### src/rtl/rv32i_issue_scheduler_pkg.sv
// Shared RV32I decode types and helpers for the issue scheduler.
package rv32i_issue_scheduler_pkg;

    localparam logic [6:0] OPC_LUI    = 7'b0110111;
    localparam logic [6:0] OPC_AUIPC  = 7'b0010111;
    localparam logic [6:0] OPC_JAL    = 7'b1101111;
    localparam logic [6:0] OPC_JALR   = 7'b1100111;
    localparam logic [6:0] OPC_BRANCH = 7'b1100011;
    localparam logic [6:0] OPC_LOAD   = 7'b0000011;
    localparam logic [6:0] OPC_STORE  = 7'b0100011;
    localparam logic [6:0] OPC_IMM    = 7'b0010011;
    localparam logic [6:0] OPC_OP     = 7'b0110011;
    localparam logic [6:0] OPC_SYSTEM = 7'b1110011;

    typedef struct packed {
        logic [6:0]  opcode;
        logic [4:0]  rd;
        logic [4:0]  rs1;
        logic [4:0]  rs2;
        logic [2:0]  funct3;
        logic [6:0]  funct7;
        logic [31:0] imm;
        logic        decode_error;
    } rv32_fields_t;

    typedef struct packed {
        logic use_rs1;
        logic use_rs2;
        logic use_rd;
        logic serialize;
    } rv32i_operand_use_t;

    function automatic rv32_fields_t rv32_get_fields(input logic [31:0] inst);
        rv32_fields_t f;
        f.opcode       = inst[6:0];
        f.rd           = inst[11:7];
        f.funct3       = inst[14:12];
        f.rs1          = inst[19:15];
        f.rs2          = inst[24:20];
        f.funct7       = inst[31:25];
        f.imm          = '0;
        f.decode_error = 1'b0;
        case (inst[6:0])
            OPC_IMM, OPC_LOAD, OPC_JALR, OPC_SYSTEM:
                f.imm = {{20{inst[31]}}, inst[31:20]};
            OPC_STORE:
                f.imm = {{20{inst[31]}}, inst[31:25], inst[11:7]};
            OPC_BRANCH:
                f.imm = {{19{inst[31]}}, inst[31], inst[7], inst[30:25], inst[11:8], 1'b0};
            OPC_LUI, OPC_AUIPC:
                f.imm = {inst[31:12], 12'b0};
            OPC_JAL:
                f.imm = {{11{inst[31]}}, inst[31], inst[19:12], inst[20], inst[30:21], 1'b0};
            OPC_OP:
                f.imm = '0;
            default:
                f.decode_error = 1'b1;
        endcase
        return f;
    endfunction

    function automatic rv32i_operand_use_t rv32i_get_operand_use(input logic [6:0] opcode);
        rv32i_operand_use_t u;
        u = '0;
        case (opcode)
            OPC_OP:                      begin u.use_rs1 = 1'b1; u.use_rs2 = 1'b1; u.use_rd = 1'b1; end
            OPC_IMM, OPC_LOAD, OPC_JALR: begin u.use_rs1 = 1'b1; u.use_rd = 1'b1; end
            OPC_STORE, OPC_BRANCH:       begin u.use_rs1 = 1'b1; u.use_rs2 = 1'b1; end
            OPC_LUI, OPC_AUIPC, OPC_JAL: u.use_rd = 1'b1;
            default:                     u.serialize = 1'b1;
        endcase
        return u;
    endfunction

endpackage

### src/rtl/rv32i_issue_scheduler_if.sv
// Fetch-in and issue-out streams of the scheduler; master = scheduler, slave = fetch/execute side.
// Both streams: a transfer happens on a rising clk edge where valid && ready; the sender holds valid and payload stable until then.
interface rv32i_issue_scheduler_if;
    import rv32i_issue_scheduler_pkg::*;

    logic         inst_valid;
    logic         inst_ready;
    logic [31:0]  inst_pc;
    logic [31:0]  inst_data;
    logic         issue_valid;
    logic         issue_ready;
    logic [31:0]  issue_pc;
    rv32_fields_t issue_fields;

    modport master (
        input  inst_valid, inst_pc, inst_data, issue_ready,
        output inst_ready, issue_valid, issue_pc, issue_fields
    );

    modport slave (
        output inst_valid, inst_pc, inst_data, issue_ready,
        input  inst_ready, issue_valid, issue_pc, issue_fields
    );

endinterface

### src/rtl/rv32i_issue_scheduler_scoreboard.sv
// 32-entry pending-write scoreboard; x0 never pends, set beats a same-cycle clear.
// RV32I_ISSUE_WB_BYPASS_EN: lookups ignore the register being retired this cycle.
module rv32i_issue_scheduler_scoreboard (
    input  logic        clk,
    input  logic        rst,
    input  logic        set_en,
    input  logic [4:0]  set_rd,
    input  logic        wb_valid,
    input  logic [4:0]  wb_rd,
    input  logic        flush_clr_en,
    input  logic [4:0]  flush_clr_rd,
    input  logic [4:0]  rs1,
    input  logic [4:0]  rs2,
    input  logic [4:0]  rd,
    output logic        rs1_pend,
    output logic        rs2_pend,
    output logic        rd_pend,
    output logic        any_pend,
    output logic [31:0] pending
);

    logic [31:0] pending_q, pending_d;
    logic [31:0] wb_mask, flush_mask, visible;

    assign wb_mask    = wb_valid     ? (32'd1 << wb_rd)        : 32'd0;
    assign flush_mask = flush_clr_en ? (32'd1 << flush_clr_rd) : 32'd0;

`ifdef RV32I_ISSUE_WB_BYPASS_EN
    assign visible = pending_q & ~wb_mask;
`else
    assign visible = pending_q;
`endif

    assign rs1_pend = visible[rs1];
    assign rs2_pend = visible[rs2];
    assign rd_pend  = visible[rd];
    assign any_pend = |visible;
    assign pending  = pending_q;

    always_comb begin
        pending_d = pending_q & ~wb_mask & ~flush_mask;
        if (set_en) begin
            pending_d[set_rd] = 1'b1;
        end
        pending_d[0] = 1'b0;
    end

    always_ff @(posedge clk) begin
        if (rst) begin
            pending_q <= '0;
        end else begin
            pending_q <= pending_d;
        end
    end

endmodule

### src/rtl/rv32i_issue_scheduler.sv
// In-order RV32I issue controller: decode, scoreboard hazard hold, registered issue stream.
// Optional RV32I_ISSUE_WB_BYPASS_EN lets a writeback release a waiting instruction in the same cycle.
module rv32i_issue_scheduler
    import rv32i_issue_scheduler_pkg::*;
#(
    parameter int SYSTEM_SERIALIZE  = 1,
    parameter int STALL_COUNT_WIDTH = 32
) (
    input  logic                         clk,
    input  logic                         rst,
    rv32i_issue_scheduler_if.master      bus,
    input  logic                         wb_valid,
    input  logic [4:0]                   wb_rd,
    input  logic                         flush,
    output logic [STALL_COUNT_WIDTH-1:0] stall_count,
    output logic [31:0]                  dbg_pending
);

    localparam bit SERIALIZE_EN = (SYSTEM_SERIALIZE != 0);

    rv32_fields_t       dec_fields;
    rv32i_operand_use_t dec_use;
    logic rs1_pend, rs2_pend, rd_pend, any_pend;
    logic hazard, inst_ready, capture, issue_fire, set_en, flush_clr_en;

    logic                         issue_valid_q, issue_valid_d;
    logic [31:0]                  issue_pc_q, issue_pc_d;
    rv32_fields_t                 issue_fields_q, issue_fields_d;
    logic                         issue_use_rd_q, issue_use_rd_d;
    logic [STALL_COUNT_WIDTH-1:0] stall_count_q, stall_count_d;

    always_comb begin
        dec_fields = rv32_get_fields(bus.inst_data);
        dec_use    = rv32i_get_operand_use(dec_fields.opcode);
        hazard     = (dec_use.use_rs1 && rs1_pend) ||
                     (dec_use.use_rs2 && rs2_pend) ||
                     (dec_use.use_rd  && rd_pend)  ||
                     (SERIALIZE_EN && dec_use.serialize && any_pend);
        inst_ready   = !rst && !hazard && (!issue_valid_q || bus.issue_ready) && !flush;
        capture      = bus.inst_valid && inst_ready;
        issue_fire   = issue_valid_q && bus.issue_ready;
        set_en       = capture && dec_use.use_rd;
        // A flushed instruction never reached execute, so its write will never retire.
        flush_clr_en = flush && issue_valid_q && !bus.issue_ready && issue_use_rd_q;
    end

    rv32i_issue_scheduler_scoreboard u_scoreboard (
        .clk          (clk),
        .rst          (rst),
        .set_en       (set_en),
        .set_rd       (dec_fields.rd),
        .wb_valid     (wb_valid),
        .wb_rd        (wb_rd),
        .flush_clr_en (flush_clr_en),
        .flush_clr_rd (issue_fields_q.rd),
        .rs1          (dec_fields.rs1),
        .rs2          (dec_fields.rs2),
        .rd           (dec_fields.rd),
        .rs1_pend     (rs1_pend),
        .rs2_pend     (rs2_pend),
        .rd_pend      (rd_pend),
        .any_pend     (any_pend),
        .pending      (dbg_pending)
    );

    always_comb begin
        issue_valid_d  = issue_valid_q;
        issue_pc_d     = issue_pc_q;
        issue_fields_d = issue_fields_q;
        issue_use_rd_d = issue_use_rd_q;
        stall_count_d  = stall_count_q;
        if (issue_fire || flush) begin
            issue_valid_d = 1'b0;
        end
        if (capture) begin
            issue_valid_d  = 1'b1;
            issue_pc_d     = bus.inst_pc;
            issue_fields_d = dec_fields;
            issue_use_rd_d = dec_use.use_rd;
        end
        if (bus.inst_valid && hazard && !flush && (stall_count_q != '1)) begin
            stall_count_d = stall_count_q + STALL_COUNT_WIDTH'(1);
        end
    end

    always_ff @(posedge clk) begin
        if (rst) begin
            issue_valid_q  <= 1'b0;
            issue_pc_q     <= '0;
            issue_fields_q <= '0;
            issue_use_rd_q <= 1'b0;
            stall_count_q  <= '0;
        end else begin
            issue_valid_q  <= issue_valid_d;
            issue_pc_q     <= issue_pc_d;
            issue_fields_q <= issue_fields_d;
            issue_use_rd_q <= issue_use_rd_d;
            stall_count_q  <= stall_count_d;
        end
    end

    assign bus.inst_ready   = inst_ready;
    assign bus.issue_valid  = issue_valid_q;
    assign bus.issue_pc     = issue_pc_q;
    assign bus.issue_fields = issue_fields_q;
    assign stall_count      = stall_count_q;

endmodule
### src/flat_wrapper.sv
// flat-port wrapper written by rule: the top's interface ports become plain ports
module rv32i_issue_scheduler_flat import rv32i_issue_scheduler_pkg::*;
#(
    parameter int SYSTEM_SERIALIZE  = 1,
    parameter int STALL_COUNT_WIDTH = 32
)
  (clk, rst, wb_valid, wb_rd, flush, stall_count, dbg_pending, bus_inst_valid, bus_inst_pc, bus_inst_data, bus_issue_ready, bus_inst_ready, bus_issue_valid, bus_issue_pc, bus_issue_fields);
  rv32i_issue_scheduler_if bus_i ();
  input  logic clk;
  input  logic rst;
  input  logic wb_valid;
  input  logic [4:0] wb_rd;
  input  logic flush;
  output logic [STALL_COUNT_WIDTH-1:0] stall_count;
  output logic [31:0] dbg_pending;
  input wire logic [$bits(bus_i.inst_valid)-1:0] bus_inst_valid;
  input wire logic [$bits(bus_i.inst_pc)-1:0] bus_inst_pc;
  input wire logic [$bits(bus_i.inst_data)-1:0] bus_inst_data;
  input wire logic [$bits(bus_i.issue_ready)-1:0] bus_issue_ready;
  output wire logic [$bits(bus_i.inst_ready)-1:0] bus_inst_ready;
  output wire logic [$bits(bus_i.issue_valid)-1:0] bus_issue_valid;
  output wire logic [$bits(bus_i.issue_pc)-1:0] bus_issue_pc;
  output wire logic [$bits(bus_i.issue_fields)-1:0] bus_issue_fields;
  assign bus_i.inst_valid = bus_inst_valid;
  assign bus_i.inst_pc = bus_inst_pc;
  assign bus_i.inst_data = bus_inst_data;
  assign bus_i.issue_ready = bus_issue_ready;
  assign bus_inst_ready = bus_i.inst_ready;
  assign bus_issue_valid = bus_i.issue_valid;
  assign bus_issue_pc = bus_i.issue_pc;
  assign bus_issue_fields = bus_i.issue_fields;
  rv32i_issue_scheduler #(.SYSTEM_SERIALIZE(SYSTEM_SERIALIZE), .STALL_COUNT_WIDTH(STALL_COUNT_WIDTH)) u_core (.clk(clk), .rst(rst), .bus(bus_i), .wb_valid(wb_valid), .wb_rd(wb_rd), .flush(flush), .stall_count(stall_count), .dbg_pending(dbg_pending));
endmodule
### config.mk
export PLATFORM = sky130hd
export DESIGN_NAME = rv32i_issue_scheduler_flat
export DESIGN_NICKNAME = d
export VERILOG_FILES = /design/src/rtl/rv32i_issue_scheduler_pkg.sv /design/src/rtl/rv32i_issue_scheduler_if.sv /design/src/rtl/rv32i_issue_scheduler_scoreboard.sv /design/src/rtl/rv32i_issue_scheduler.sv /design/src/flat_wrapper.sv
export SDC_FILE = /design/constraint.sdc
export NUM_CORES = 1
export LEC_CHECK = 0
export BUFFER_PORTS_ARGS = -buffer_cell sky130_fd_sc_hd__buf_2
export CAP_MARGIN = 15
export CORE_ASPECT_RATIO = 1.1
export CORE_UTILIZATION = 45
export CTS_CLUSTER_DIAMETER = 200
export DETAILED_ROUTE_END_ITERATION = 12
export PLACE_DENSITY = 0.74
export SETUP_SLACK_MARGIN = 0.15
export SLEW_MARGIN = 0
export SYNTH_ARGS = -nofsm -noshare
export SYNTH_HDL_FRONTEND = slang
export SYNTH_SLANG_ARGS = --single-unit
### constraint.sdc
create_clock -name clk -period 4.5 [get_ports clk]
set_input_delay 1.35 -clock clk [delete_from_list [all_inputs] [get_ports clk]]
set_output_delay 1.35 -clock clk [all_outputs]
set_load 0.01 [all_outputs]
## Yosys cells after proc, flatten, opt, wreduce, memory -nomap -nowiden

Cells that the tools add are included.

- Register bits after elaboration: 163
- Bits in latches: 0
- Bits in writable memories: 0
- ROM bits: 0
- Word-level logic and storage cells: 92
- Memories: 0

- $add $sub $neg: 1
- $mul: 0
- Div/mod/pow operators: 0
- Magnitude comparators: 4
- Eq/ne operators: 11
- Shift-type cells: 2
- Mux-type cells: 19
- Bitwise operators: 5
- Reductions and logical operators: 36

Operators by type and width:

| operator | count |
|---|---|
| $pmux 32 s5 | 1 |
| $mux 32 | 3 |
| $and 32x32->32 | 2 |
| $not 32->32 | 2 |
| $shl 1x5->32 const A | 2 |
| $add 32x1->32 const B | 1 |
| $ne 32x32->1 const B | 1 |
| $or 32x32->32 | 1 |
| $reduce_or 32->1 | 1 |
| $eq 7x7->1 const B | 4 |
| $eq 7x6->1 const B | 3 |
| $lt 5x6->1 const B | 3 |
| $logic_and 1x1->1 | 17 |
| $bmux 1 s5 | 3 |
| $eq 7x5->1 const B | 2 |
| $mux 1 | 11 |
| $reduce_or 10->1 | 1 |
| $reduce_or 9->1 | 1 |
| $eq 7x2->1 const B | 1 |
| $reduce_or 7->1 | 1 |
| $reduce_or 6->1 | 1 |
| $demux 1 s5 | 1 |
| $ge 5x1->1 const B | 1 |
| $logic_not 1->1 | 5 |
| 5 further kinds | 9 |

## Longest topological paths before layout

Gate-level depths: netlist (run 1).

- Depth in word-level cells: 14
- Mapped depth: 12
- Gate-level depth less buffers: 7

## Cells and area by module

Synthesis (run 1) repeated with hierarchy kept, for this count alone.

- Cell total of the unflattened synthesis: 1029
- Area total of the unflattened synthesis: 8582.0 µm²

Modules (own cells, without submodules):

| module | times used | cells each | area each (µm²) | seq. area each (µm²) |
|---|---|---|---|---|
| rv32i_issue_scheduler | 1 | 736 | 6063.3 | 2622.5 |
| rv32i_issue_scheduler_scoreboard | 1 | 293 | 2518.7 | 620.6 |

## Least setup slack after synthesis (run 1)

Ideal clock, no wire load.

- Path kind: in2out
- Start point: input port bus_inst_data[8]
- End point: output port bus_inst_ready
- Arrival: 3.373 ns
- Required time: 3.150 ns
- Setup slack: -0.223 ns
- Cell stages on the path: 11
- Path buffers: 4
- Path through: buf_4 -> mux4_2 -> o22a_1 -> o2bb2ai_1 -> nor4_4 -> nor3_1 -> buf_6 -> buf_6 -> buf_2 -> nand2_1 -> nor2_1

- Word-level cells in the longest chain between the ends: 9

RTL lines:

| what | line | RTL |
|---|---|---|
| start: declaration | flat_wrapper.sv:18 | `input wire logic [$bits(bus_i.inst_data)-1:0] bus_inst_data;` |
| $bmux 1 s5 | rv32i_issue_scheduler_scoreboard.sv:36 | `assign rd_pend = visible[rd];` |
| $mux 1 (implied by the code) | rv32i_issue_scheduler_scoreboard.sv:36 |  |
| $logic_and 1x1->1 | rv32i_issue_scheduler.sv:37 | `(dec_use.use_rd && rd_pend) \|\|` |
| $logic_or 1x1->1 | rv32i_issue_scheduler.sv:36 | `(dec_use.use_rs2 && rs2_pend) \|\|` |
| $logic_or 1x1->1 | rv32i_issue_scheduler.sv:37 |  |
| $logic_not 1->1 | rv32i_issue_scheduler.sv:39 | `inst_ready = !rst && !hazard && (!issue_valid_q \|\| bus.issue_ready) && !flush;` |
| $logic_and 1x1->1 (3 in a row) | rv32i_issue_scheduler.sv:39 |  |
| end: declaration | flat_wrapper.sv:20 | `output wire logic [$bits(bus_i.inst_ready)-1:0] bus_inst_ready;` |

No other way between the ends. The select of a mux whose other input is x is not followed.

## Worst setup path after layout (run 1)

- Start point: input port bus_inst_data[22]
- End point: output port bus_inst_ready

- Word-level cells in the longest chain between the ends: 10

RTL lines:

| what | line | RTL |
|---|---|---|
| $bmux 1 s5 | rv32i_issue_scheduler_scoreboard.sv:35 | `assign rs2_pend = visible[rs2];` |
| $mux 1 (implied by the code) | rv32i_issue_scheduler_scoreboard.sv:35 |  |
| $logic_and 1x1->1 | rv32i_issue_scheduler.sv:36 |  |
| $logic_or 1x1->1 | rv32i_issue_scheduler.sv:35 | `hazard = (dec_use.use_rs1 && rs1_pend) \|\|` |
| $logic_or 1x1->1 | rv32i_issue_scheduler.sv:36 |  |
| $logic_or 1x1->1 | rv32i_issue_scheduler.sv:37 |  |
| $logic_not 1->1 | rv32i_issue_scheduler.sv:39 |  |
| $logic_and 1x1->1 (3 in a row) | rv32i_issue_scheduler.sv:39 |  |

No other way between the ends. The select of a mux whose other input is x is not followed.

==> results of run 1 <==
stage by stage:
stage / setup slack [ns] / hold WS [ns] / utilization / setup TNS, ns
6_report: 0.1268 / 0.4470 / 0.5818 / 0
3_3_place_gp: 0.03097 / 0.4345 / 0.5404 / 0
5_1_grt: 0.06025 / 0.4672 / 0.5818 / 0
3_5_place_dp: -0.006354 / 0.4414 / 0.5404 / -0.006354
2_1_floorplan: -0.003743 / 0.4366 / - / -0.003743
4_1_cts: 0.1517 / 0.4505 / 0.5776 / 0
per-layer routing:
| layer | share of wire | routed length, microns | vias to the layer above | GRT usage |
|---|---|---|---|---|
| met5 | 0 | 0 | - | 0 |
| met4 | 0.034 | 926 | 0 | 0.1240 |
| met3 | 0.087 | 2357 | 82 | 0.06106 |
| met2 | 0.47 | 12730 | 421 | 0.4628 |
| met1 | 0.41 | 11060 | 3983 | 0.3529 |
| li1 | - | - | 4073 | - |
layout make-up:
cell class / instances / area [sq um] / area share
clock inverters: 15 / 193.9 / 0.01872
multi-input cells: 747 / 4632 / 0.4472
clock buffers: 17 / 425.4 / 0.04107
inverters: 10 / 37.54 / 0.003624
flip-flops and latches: 162 / 3243 / 0.3131
repair buffers: 269 / 1528 / 0.1475
well taps: 238 / 297.8 / 0.02875
state kept, by name, summed over array words and instances, names as in the netlist:
| signal | cells |
|---|---|
| u_core.bus.issue_fields | 65 |
| u_core.u_scoreboard.pending | 31 |
| u_core.bus.issue_pc | 32 |
| u_core.bus.issue_valid | 1 |
| u_core.issue_use_rd_q | 1 |
| u_core.stall_count | 32 |
layout by cell type, fill, tap and decap left out, types with 3 or more instances in the layout:
cell | Yosys | layout
a211o_1 | 3 | 3
a211oi_1 | 20 | 20
a21oi_1 | 105 | 105
a22o_1 | 4 | 4
and2_1 | 4 | 4
and3_1 | 4 | 4
and4_1 | 4 | 4
buf_12 | 0 | 3
buf_2 | 12 | 230
buf_4 | 7 | 29
buf_6 | 6 | 5
bufinv_16 | 0 | 3
clkbuf_16 | 0 | 17
dfxtp_1 | 162 | 162
inv_1 | 10 | 10
inv_6 | 0 | 5
inv_8 | 0 | 3
mux2_1 | 6 | 6
mux2_2 | 6 | 6
mux2i_1 | 11 | 11
mux4_2 | 19 | 19
nand2_1 | 196 | 195
nand2b_1 | 8 | 8
nand3_1 | 34 | 34
nand4_1 | 13 | 13
nor2_1 | 48 | 47
nor2b_1 | 58 | 58
nor3_1 | 29 | 28
nor3b_1 | 4 | 3
nor4_1 | 18 | 17
o211ai_1 | 3 | 3
o21ai_0 | 36 | 36
o21bai_1 | 3 | 3
o221ai_1 | 31 | 31
o311ai_0 | 3 | 3
o31ai_1 | 18 | 18
or2_2 | 3 | 3
or3_1 | 4 | 4
or4_1 | 19 | 18
cells by family after synthesis:
logic type / Yosys count / synth area share
AO/OA/AOI/OAI: 244 / 0.1894
XOR/XNOR: 1 / 0.001068
adder cells (fa/ha/maj): 1 / 0.001525
buffers and inverters: 91 / 0.05231
flip-flops: 162 / 0.3953
multiplexers: 42 / 0.08205
other: 1 / 0.0004571
AND/OR/NAND/NOR: 458 / 0.2779
path summary, 6_finish.rpt:
| kind | startpoint | slack [ns] | endpoint | depth (start not counted) |
|---|---|---|---|---|
| worst max-delay path | bus_inst_data[22] | 0.13 | bus_inst_ready | 9 |
| worst min-delay path | u_core.bus.issue_pc[20]$_SDFFE_PP0P_ | 0.45 | u_core.bus.issue_pc[20]$_SDFFE_PP0P_ | 2 |
| worst max register to register | u_core.u_scoreboard.pending[9]$_SDFF_PP0_ | 1.38 | u_core.bus.issue_fields[18]$_SDFFE_PP0P_ | 8 |
| worst min register to register | u_core.bus.issue_pc[20]$_SDFFE_PP0P_ | 0.45 | u_core.bus.issue_pc[20]$_SDFFE_PP0P_ | 2 |
cell usage after synthesis (3+ instances only):
cell type / number / share of area
a211o_1: 3 / 0.0032
clkbuf_1: 48 / 0.022
buf_4: 7 / 0.0064
nor3_1: 29 / 0.018
o31ai_1: 18 / 0.016
a211oi_1: 20 / 0.018
nand3_1: 34 / 0.021
and2_1: 4 / 0.0030
a21oi_1: 105 / 0.064
nand4_1: 13 / 0.0099
mux2_2: 6 / 0.0082
buf_6: 6 / 0.0082
nor2b_1: 58 / 0.044
o221ai_1: 31 / 0.033
and4_1: 4 / 0.0043
nor4_1: 18 / 0.014
dfxtp_1: 162 / 0.40
buf_2: 12 / 0.0073
or3_1: 4 / 0.0030
buf_1: 7 / 0.0032
o21ai_0: 36 / 0.022
mux2_1: 6 / 0.0082
nand2b_1: 8 / 0.0061
nor2_1: 48 / 0.022
a22o_1: 4 / 0.0043
nor3b_1: 4 / 0.0037
o21bai_1: 3 / 0.0027
or2_2: 3 / 0.0023
o211ai_1: 3 / 0.0027
nand2_1: 196 / 0.090
or4_1: 19 / 0.017
and3_1: 4 / 0.0030
o311ai_0: 3 / 0.0032
mux2i_1: 11 / 0.013
inv_1: 10 / 0.0046
mux4_2: 19 / 0.052
what timing repair did:
action                                  4_1_cts  5_1_grt
gates resized for setup                      11        9
pin swaps                                     5        5
endpoints found under the setup margin        1        1
report_power, final:
part / total (W) / internal, W / switching (W)
Clock: 0.00155 / 0.000893 / 0.000661
Combinational: 0.000326 / 0.000122 / 0.000204
Sequential: 0.00148 / 0.00146 / 0.0000167
worst max-delay path, delay by kind of cell:
kind	cells	cell delay [ns]
AO/OA/AOI/OAI	3	0.53
buffers and inverters	2	0.20
multiplexers	1	0.52
AND/OR/NAND/NOR	3	0.43
==> impl_metrics.csv, run 1 <==
group,metric,value,unit
worst_setup_path,slowest_stage,"mux4_2",
cells_and_area,layout.nets,1283,
clock_tree,htreeDepth,4,
pwr,power.density,324.4,mW/mm^2
cells_and_area,antenna_cells,0,
clock_tree,clockBufferDepth,2,
placed_design,hpwl,19.05,mm
floorplan,die_w,130.7,microns
logic_synthesis,ys.warnings.count,0,
logic_synthesis,yosys_most_used_dff,"dfxtp_1",
clock_tree,cts.sinks,162,
route,dr_total_vias,8559,
sta,hold_viol,0,
logic_synthesis,synth_area,0.008204,sq mm
logic_synthesis,synth_edf_count,0,
sta,rsz0062_at_grt,"yes",
run,maxCapViolCount,0,
logic_synthesis,async_flop_share,0,
logic_synthesis,synth-seq-area-share,0.3953,
worst_setup_path,cp-end-kind,"output port",
route,drt_pass1_iterations,5,
sta,drv_slew,0,
clock_tree,cts-root-buf,"clkbuf_16",
sta,setup_viol_count_final,0,
worst_setup_path,critPathLaunchType,"primary input",
cells_and_area,layout-drive-gt1-share,0.2861,
cells_and_area,areaGrowthSynthToFinish,26.25,%
cells_and_area,fillers,1611,
worst_setup_path,required,3.15,ns
clock_tree,postCtsHoldBufs,0,
worst_setup_path,path_cells,"buf_12, mux4_2, a22oi_2, o211ai_1, o211a_4, nor3_4, nand2_4, nor2_4, buf_6",
floorplan,row_count,51,
clock_tree,postCtsSetupBuffers,0,
sta,min_period_over_period,0.9718,
pwr,power.leakage,4.157,nW
worst_hold_path,hp-class,"reg -> reg",
logic_synthesis,syn-instance-count,1000,
route,wl_per_cell,18.57,microns
clock_tree,cts_buffers,17,
placed_design,place.gp.congestion,0.9668,
grt,grt-ovfl-total,0,
pwr,power,0.003360,W
route,via_per_inst,5.870,
cells_and_area,fin_area,0.01036,sq mm
route,first_iter_violations,677,
logic_synthesis,synth.distinct_cells,62,
grt,grt_pass1_vias,7526,
clock_tree,path_clk_slew,0.07,ns
floorplan,fp.dieArea,0.01878,sq mm
sta,fin_skew,0.01304,ns
placed_design,dp.cells,1425,
sta,max_slew_margin,0.2504,
worst_setup_path,crit_arrival,3.02,ns
floorplan,initial_core_util,0.4608,
clock_tree,insertion_delay,0.43,ns
grt,grt_use_total,0.2819,
grt,grt_pass1_wl,40.74,mm
pwr,vdd_drop_max,0.0002669,V
route,wl,27.08,mm
sta,finalCriticalPeriod,4.373,ns
grt,grt_antenna_before_repair,0,
worst_setup_path,worstPathMaxFanout,7,
placed_design,placed_area,0.009620,sq mm
sta,max_freq,228.7,MHz
floorplan,core_area,0.01780,sq mm
worst_setup_path,slowest_delay,0.52,ns
logic_synthesis,ys_seq_elements,162,
grt,grt_max_degree,106,
clock_tree,cts_tree,"built",
placed_design,port_buffers,236,
status,status,"completed",
logic_synthesis,syn-num-nets,1076,
floorplan,ioPinCount,238,
route,antenna_left,0,
floorplan,die_y,143.6,microns
worst_setup_path,crit_type,"in -> out",
cells_and_area,stdcell_count,1458,
logic_synthesis,avgSynthCellArea,8.204,sq um
route,drc,0,
sta,tightest_slew,1.124,ns
Power figures use the tool's default switching activity.
==> inputs of run 2 (changes only) <==
--- a/config.mk
+++ b/config.mk
@@ -5,13 +5,14 @@
 export SDC_FILE = /design/constraint.sdc
 export NUM_CORES = 1
 export LEC_CHECK = 0
+export ABC_AREA = 1
 export BUFFER_PORTS_ARGS = -buffer_cell sky130_fd_sc_hd__buf_2
 export CAP_MARGIN = 15
 export CORE_ASPECT_RATIO = 1.1
 export CORE_UTILIZATION = 45
 export CTS_CLUSTER_DIAMETER = 200
 export DETAILED_ROUTE_END_ITERATION = 12
-export PLACE_DENSITY = 0.74
+export PLACE_DENSITY = 0.73
 export SETUP_SLACK_MARGIN = 0.15
 export SLEW_MARGIN = 0
 export SYNTH_ARGS = -nofsm -noshare
==> run 2 against run 1 <==
Effect of this change:
- sequential power about the same
- clock skew is 0.0010 ns lower
- area after synthesis up 7.5%
- core utilization down 2.9 points
- flip-flop and latch count unchanged
- final area increased by 2.4%
- synthesized cell count is 37% higher
==> impl_metrics.csv, run 2 <==
group,metric,value,unit
grt,grt_use_met1,0.3991,
clock_tree,cts.sinks,162,
logic_synthesis,ys.warnings.count,0,
status,status,"completed",
clock_tree,insertion_delay,0.43,ns
route,wl_per_cell,16.54,microns
worst_setup_path,path_cells,"buf_2, nand2_1, inv_2, nand2_1, nor2_1, nor2_1, nand3_1, nand3_1, nand4_2, inv_1, buf_2",
sta,fin_skew,0.01201,ns
logic_synthesis,synth-seq-area-share,0.3676,
worst_hold_path,hp-class,"reg -> reg",
cells_and_area,multi_input_area,0.004790,sq mm
grt,grt-ovfl-total,0,
run,maxCapViolCount,0,
cells_and_area,layout_commonest_cell,"nand2_1",
sta,min_period_over_period,0.9442,
route,first_iter_violations,895,
logic_synthesis,synth_top_area_frac,0.3676,
clock_tree,cts_tree,"built",
sta,finalCriticalPeriod,4.249,ns
grt,gr-usage-met2,0.4597,
grt,top_usage_layer,"met2",
pwr,power.density,302.2,mW/mm^2
worst_setup_path,rr_startpoint,"u_core.stall_count[2]$_SDFFE_PP0P_",
logic_synthesis,avgSynthCellArea,6.425,sq um
logic_synthesis,syn-instance-count,1373,
worst_hold_path,min_delay_path_depth,2,
worst_setup_path,worstPathMaxFanout,4,
floorplan,fp.dieArea,0.02017,sq mm
grt,use_met3,0.05437,
route,drt_pass1_iterations,6,
worst_setup_path,timing.rr.end,"u_core.stall_count[26]$_SDFFE_PP0P_",
cells_and_area,fillers,1982,
worst_setup_path,worst-path-buf-inv,4,
logic_synthesis,async_flop_share,0,
pwr,vdd_drop_max,0.0002844,V
placed_design,dp_slack,0.2382,ns
cells_and_area,final_cell_mix,"nand2_1, buf_2, a21oi_1",
cells_and_area,areaGrowthSynthToFinish,20.18,%
clock_tree,path_clk_slew,0.06,ns
sta,worst_slack,0.2513,ns
worst_setup_path,slowest_delay,0.25,ns
sta,max_slew_margin,0.2129,
logic_synthesis,synth.distinct_cells,36,
grt,grt_max_degree,110,
grt,grt_antenna_before_repair,1,
placed_design,port_buffers,236,
cells_and_area,layout-drive-gt1-share,0.1886,
sta,tightest_slew,1.181,ns
clock_tree,htreeDepth,4,
grt,grt_pass1_vias,9065,
placed_design,hpwl,21.49,mm
clock_tree,postCtsHoldBufs,0,
worst_setup_path,crit_arrival,2.90,ns
worst_setup_path,critPathLaunchType,"primary input",
logic_synthesis,ys_seq_elements,162,
grt,grt_use_total,0.2965,
worst_setup_path,slowest_stage,"nor2_1",
clock_tree,cts_resized,0,
logic_synthesis,synth_edf_count,0,
sta,rsz0062_at_grt,"no",
sta,drv_slew,0,
placed_design,place.gp.congestion,0.9960,
worst_setup_path,cp-end-kind,"output port",
worst_hold_path,hold_end,"u_core.bus.issue_fields[37]$_SDFFE_PP0P_",
clock_tree,cts_buffers,17,
sta,setup_viol_count_final,0,
logic_synthesis,yosys.area.top_type,"dfxtp_1",
worst_setup_path,crit_cells,11,
sta,max_freq,235.4,MHz
clock_tree,clockBufferDepth,2,
floorplan,row_count,53,
worst_setup_path,r2r_slack,1.74,ns
clock_tree,postCtsSetupBuffers,0,
floorplan,die_w,135.5,microns
sta,setup_tns,0,ns
route,antenna_left,0,
worst_setup_path,ff2ff_path_depth,11,
logic_synthesis,synth_common_cells,"nand2_1, a21oi_1, dfxtp_1, nand3_1, nor2_1",
worst_setup_path,required,3.15,ns
logic_synthesis,syn-num-nets,1449,
grt,grt_pass1_wl,47.12,mm
route,drc,0,
cells_and_area,largest_reg_flops,65,
floorplan,initial_core_util,0.4603,
sta,hold_viol,0,
cells_and_area,layout.nets,1645,
logic_synthesis,synth.most_common_cell,"nand2_1",
clock_tree,cts-root-buf,"clkbuf_16",
logic_synthesis,synth.top_cells.by_area,"dfxtp_1, nand2_1, a21oi_1",
route,wl,30.24,mm
worst_setup_path,crit_type,"in -> out",
logic_synthesis,yosys_most_used_dff,"dfxtp_1",
worst_setup_path,path_delay_family,"simple AND/OR/NAND/NOR gates",
worst_hold_path,hold_start,"u_core.bus.issue_fields[37]$_SDFFE_PP0P_",
route,dr_total_vias,10100,
logic_synthesis,synth_area,0.008822,sq mm
cells_and_area,regArea,0.003243,sq mm
pwr,power.leakage,4.668,nW
floorplan,ioPinCount,238,
floorplan,die_y,148.9,microns
floorplan,core_area,0.01916,sq mm
route,via_per_inst,5.527,
==> run 2: report_power, final <==
part / switching, W / internal, W / total [W]
logic: 0.000222 / 0.0000981 / 0.000320
clock network: 0.000609 / 0.000803 / 0.00141
registers: 0.0000144 / 0.00146 / 0.00147
==> run 2: per-layer routing <==
metal	vias up	routed length, microns
met2	528	13520
met5	-	0
met4	0	1041
li1	4910	-
met1	4582	12830
met3	84	2852
==> run 2: layout make-up <==
type	instances	area share
timing repair buffer	251	0.1239
clock buffer	23	0.04508
clock inverter	7	0.007198
multi-input combinational	1033	0.4517
inverter	104	0.03682
tap	247	0.02915
antenna	1	0.0002360
sequential	162	0.3059
==> run 2: worst max path at each step <==
| stage | start | end | slack, ns |
|---|---|---|---|
| 2_1_floorplan | bus_inst_data[6] | bus_inst_ready | 0.69 |
| 3_3_place_gp | bus_inst_data[1] | bus_inst_ready | 0.28 |
| 3_5_place_dp | bus_inst_data[1] | bus_inst_ready | 0.24 |
| 4_1_cts | bus_inst_data[1] | bus_inst_ready | 0.24 |
| 5_1_grt | bus_inst_data[7] | bus_inst_ready | 0.15 |
| 6_report | bus_inst_data[1] | bus_inst_ready | 0.25 |
==> run 2: kinds of logic (layout without fill, tap and decap cells) <==
family,Yosys count,in the layout,share of synthesized area
AOI/OAI and AO/OA,235,235,0.1459
other,1,2,0.0004251
and+or+nand+nor,766,766,0.3651
DFF,162,162,0.3676
adders and majority gates,1,1,0.001418
xor gates and xnor gates,30,30,0.02978
buffers and inverters,178,385,0.08978
==> run 2: metrics by stage <==
step	utilization	instance area, sq um	power, W	std cells	hold slack [ns]
6_report	0.5532	10600	0.003204	1828	0.4607
5_1_grt	0.5531	10600	0.003313	1827	0.4754
4_1_cts	0.5527	10590	0.003208	1827	0.4616
3_5_place_dp	0.5238	10040	0.001817	1797	0.4517
3_3_place_gp	0.5238	10040	0.001815	1797	0.4488
2_1_floorplan	-	8822	0.001704	1373	0.4442
==> run 2: worst min-delay path, cell delays in order (launching register included) <==
cell and delay, ns:
dfxtp_1 0.31, nand2_1 0.06, a21oi_1 0.05
